**config.mk**
```make
export PLATFORM = sky130hd
export DESIGN_NAME = pmem_arbiter
export DESIGN_NICKNAME = d
export VERILOG_FILES = /design/src/rtl/pmem_arbiter.sv
export SDC_FILE = /design/constraint.sdc
export NUM_CORES = 1
export LEC_CHECK = 0
export CAP_MARGIN = 20
export CELL_PAD_IN_SITES_DETAIL_PLACEMENT = 0
export CELL_PAD_IN_SITES_GLOBAL_PLACEMENT = 1
export CORE_AREA = 2 2 268 270
export DETAILED_ROUTE_END_ITERATION = 12
export DIE_AREA = 0 0 270 272
export PLACE_DENSITY = 0.5
export SKIP_CTS_REPAIR_TIMING = 1
export SLEW_MARGIN = 0
export SYNTH_ARGS = -nofsm -noshare
export SYNTH_HDL_FRONTEND = slang
export SYNTH_SLANG_ARGS = --single-unit
```
**constraint.sdc**
```tcl
create_clock -name clk -period 2.4 [get_ports clk]
set_clock_uncertainty 0.15 [all_clocks]
set_input_delay 0.48 -clock clk [delete_from_list [all_inputs] [get_ports clk]]
set_output_delay 0.48 -clock clk [all_outputs]
set_load 0.01 [all_outputs]
```
**src/rtl/pmem_arbiter.sv**
```systemverilog
// Round-robin arbiter sharing one physical-memory port between the I-cache and D-cache
// controllers; one requester owns the port from grant until its pmem_resp.
module pmem_arbiter #(
  parameter int unsigned ADDR_WIDTH = 16,
  parameter int unsigned LINE_WIDTH = 128
) (
  input  logic                  clk,
  input  logic                  reset,

  input  logic                  i_pmem_read,
  input  logic [ADDR_WIDTH-1:0] i_pmem_address,
  output logic [LINE_WIDTH-1:0] i_pmem_rdata,
  output logic                  i_pmem_resp,

  input  logic                  d_pmem_read,
  input  logic                  d_pmem_write,
  input  logic [ADDR_WIDTH-1:0] d_pmem_address,
  input  logic [LINE_WIDTH-1:0] d_pmem_wdata,
  output logic [LINE_WIDTH-1:0] d_pmem_rdata,
  output logic                  d_pmem_resp,

  output logic                  pmem_read,
  output logic                  pmem_write,
  output logic [ADDR_WIDTH-1:0] pmem_address,
  output logic [LINE_WIDTH-1:0] pmem_wdata,
  input  logic [LINE_WIDTH-1:0] pmem_rdata,
  input  logic                  pmem_resp
);

  typedef enum logic [1:0] {
    StIdle,
    StGrantI,
    StGrantD
  } state_e;

  state_e state_q, state_d;
  logic   last_grant_q, last_grant_d;  // 0 = I-cache, 1 = D-cache
  logic   req_d;

  assign req_d = d_pmem_read | d_pmem_write;

  // Read data fans out to both caches; each qualifies it with its own resp.
  assign i_pmem_rdata = pmem_rdata;
  assign d_pmem_rdata = pmem_rdata;

  always_ff @(posedge clk) begin
    if (reset) begin
      state_q      <= StIdle;
      last_grant_q <= 1'b1;
    end else begin
      state_q      <= state_d;
      last_grant_q <= last_grant_d;
    end
  end

  always_comb begin
    state_d      = state_q;
    last_grant_d = last_grant_q;
    pmem_read    = 1'b0;
    pmem_write   = 1'b0;
    pmem_address = '0;
    pmem_wdata   = '0;
    i_pmem_resp  = 1'b0;
    d_pmem_resp  = 1'b0;

    case (state_q)
      StIdle: begin
        // On a tie, grant whichever side did not win last time.
        if (i_pmem_read && req_d) begin
          if (last_grant_q) begin
            state_d      = StGrantI;
            last_grant_d = 1'b0;
          end else begin
            state_d      = StGrantD;
            last_grant_d = 1'b1;
          end
        end else if (i_pmem_read) begin
          state_d      = StGrantI;
          last_grant_d = 1'b0;
        end else if (req_d) begin
          state_d      = StGrantD;
          last_grant_d = 1'b1;
        end
      end

      StGrantI: begin
        pmem_read    = i_pmem_read;
        pmem_address = i_pmem_address;
        i_pmem_resp  = pmem_resp;
        if (pmem_resp) state_d = StIdle;
      end

      StGrantD: begin
        // Write wins over a simultaneous read.
        pmem_write   = d_pmem_write;
        pmem_read    = d_pmem_read & ~d_pmem_write;
        pmem_address = d_pmem_address;
        pmem_wdata   = d_pmem_wdata;
        d_pmem_resp  = pmem_resp;
        if (pmem_resp) state_d = StIdle;
      end

      default: state_d = StIdle;
    endcase
  end

endmodule

```
==> flow_summary.yaml <==
setup_path:
  reg2reg_slack_ns: 0.74
  slowest_stage: "clkdlybuf4s50_1"
  worstSetupPathType: "reg2out"
  crit_path_max_fanout: 18
  slowest_delay_ns: 0.53
  cp.arrival_ns: 1.86
  cp-start-kind: "flip-flop"
  crit_family: "buffers and inverters"
  cp_cell_sequence: "inv_2 -> ha_4 -> buf_6 -> clkbuf_16 -> and2_1 -> clkdlybuf4s50_1"
  required_ns: 1.77
  path_buf_inv: 4
  end_kind: "primary output"
timing:
  layout_min_cycle_time_ns: 2.49
  drv_slew: 0
  grt_setup_unrepaired: "yes"
  setup_viol: 1
  final-hold-violation-count: 0
  finalSetupTns_ns: -0.0935
  slew_headroom_pct: 76.4
  period_share_pct: 104
  setup_slack_ns: -0.0935
  tightest_slew_ns: 0.353
  fmax_mhz: 401
synth:
  synthCells: 462
  ys_ff_latch: 3
  synthFlopType: "dfxtp_1"
  synth-async-reset-ratio_pct: 0
  synth_nets: 759
  synth_area_mm2: 0.00325
  synth_cell_types: 22
  synth_edf_count: 0
  ys_warn_count: 0
  syn_avg_cell_area_um2: 7.03
  seq_area_frac_synth_pct: 1.85
finish:
  syn_to_final_growth_pct: 94.9
  final_layout_size_suffix_gt1_share_pct: 12.7
  fin_nets: 824
  utilization_pct: 8.95
  mostFrequentLayoutCells: "clkdlybuf4s50_1, and2_1, dlymetal6s2s_1"
  fin_area_mm2: 0.00633
  final_common_cell: "clkdlybuf4s50_1"
  post_layout_nonfiller_instances: 1483
global_routing:
  grt_max_degree: 50
  antenna_found_initial: 13
  grtUsageTotal_pct: 6.64
  grt_pass1_wl_mm: 32.5
  grt-ovfl-total: 0
  grt_pass1_vias: 3274
place:
  dp_hpwl_mm: 23.3
  io_buffers: 313
  place_area_mm2: 0.00573
  dp_cells: 1459
  gp_congestion: 0.782
routing:
  drtPass1Iterations: 4
  totalWireLength_mm: 27.3
  avgViaCountPerCell: 2.15
  num_vias: 3194
  route.detailed.drc: 0
  drtIter0Drc: 39
  ant_nets: 0
  wl_per_cell_um: 18.4
clocking:
  clock_sinks: 3
  cts-root-buf: "clkbuf_16"
  clk_latency_ns: 0.23
  cts_max_path_buffers: 2
  h-tree-depth: 1
  cts_tree: "built"
  cts_buffers: 3
  cts.reportedPaths.clkPinSlew_ns: 0.03
die:
  fp.dieArea_mm2: 0.0734
  rows: 98
  dieHeight_um: 272
  die_x_um: 270
  fp.coreArea_mm2: 0.0708
  io-pin-count: 698
  initial_utilization_pct: 4.59
flow_run:
  drv_cap: 0
pwr:
  peakVddDrop_uv: 151
  finalPower_uw: 1800
  power_density_mw_per_mm2: 285
  leakagePower_uw: 0.00397
min_path:
  hold_path_class: "reg2reg"
run_status:
  status: "finished, violations left"
  violations: "setup timing"
-- state kept, by name, summed over array words and instances (netlist names) --
signal	cells
last_grant_q	1
state_q	2
-- logic make-up after synthesis --
family          synth area share (%)
flops                           1.85
fa+ha+maj                       1.16
simple gates                    30.0
compound gates                  5.35
buf+inv                         61.6
-- area by class of cell --
cell class,instances,area (µm²)
diodes,7,17.5
clock buffers,4,78.8
fillers,8237,64400
inverters,2,7.51
multi-input cells,182,1230
flip-flops and latches,3,62.6
well taps,950,1190
repair buffers,335,3750
-- synth_stat cells, types with 2 or more instances --
master / instances / area share (%)
buf_4: 256 / 59
a22oi_1: 16 / 3.7
a22o_1: 2 / 0.54
clkbuf_1: 17 / 2.0
ha_1: 3 / 1.2
inv_1: 2 / 0.23
nor2_1: 2 / 0.23
dfxtp_1: 3 / 1.8
nand2_1: 3 / 0.35
and2_1: 131 / 25
nor2b_1: 16 / 3.1
-- worst paths after layout --
path         cells after the start              end    startpoint
max                              6  pmem_wdata[123]    state_q[0]
min                              1     last_grant_q  last_grant_q
max reg2reg                      6       state_q[1]    state_q[1]
min reg2reg                      1     last_grant_q  last_grant_q
-- layer usage --
layer  part of all wire (%)  wire, µm  up-vias  GRT usage [%]
met5                   0.37       101        -              0
met4                    6.4      1740       14           3.68
met3                     15      4190      135           4.87
met2                     49     13400      411           11.9
met1                     29      7870     1335           5.22
li1                       -         -     1299              -
-- per-stage QoR --
| stage | hold WS (ns) | worst slack, ns |
|---|---|---|
| after floorplan | 0.327 | 0.547 |
| after global placement | 0.352 | -0.0550 |
| after detailed placement | 0.370 | -0.0800 |
| after CTS | 0.382 | -0.319 |
| after global routing | 0.435 | -0.161 |
| final | 0.396 | -0.0935 |
-- where the power goes --
part / switching [µW] / leakage [µW] / internal [µW]
logic: 620 / 0.00391 / 849
clock network: 45.5 / 0.0000382 / 219
registers: 10.3 / 0.0000256 / 59.3
-- worst register-to-register path: cells and delay by family, from the launching register on --
family	cells	cell delay [ns]
flops	1	0.36
fa+ha+maj	1	0.31
simple gates	2	0.31
buf+inv	2	0.22
compound gates	1	0.19
(Power assumes the default switching activity.)
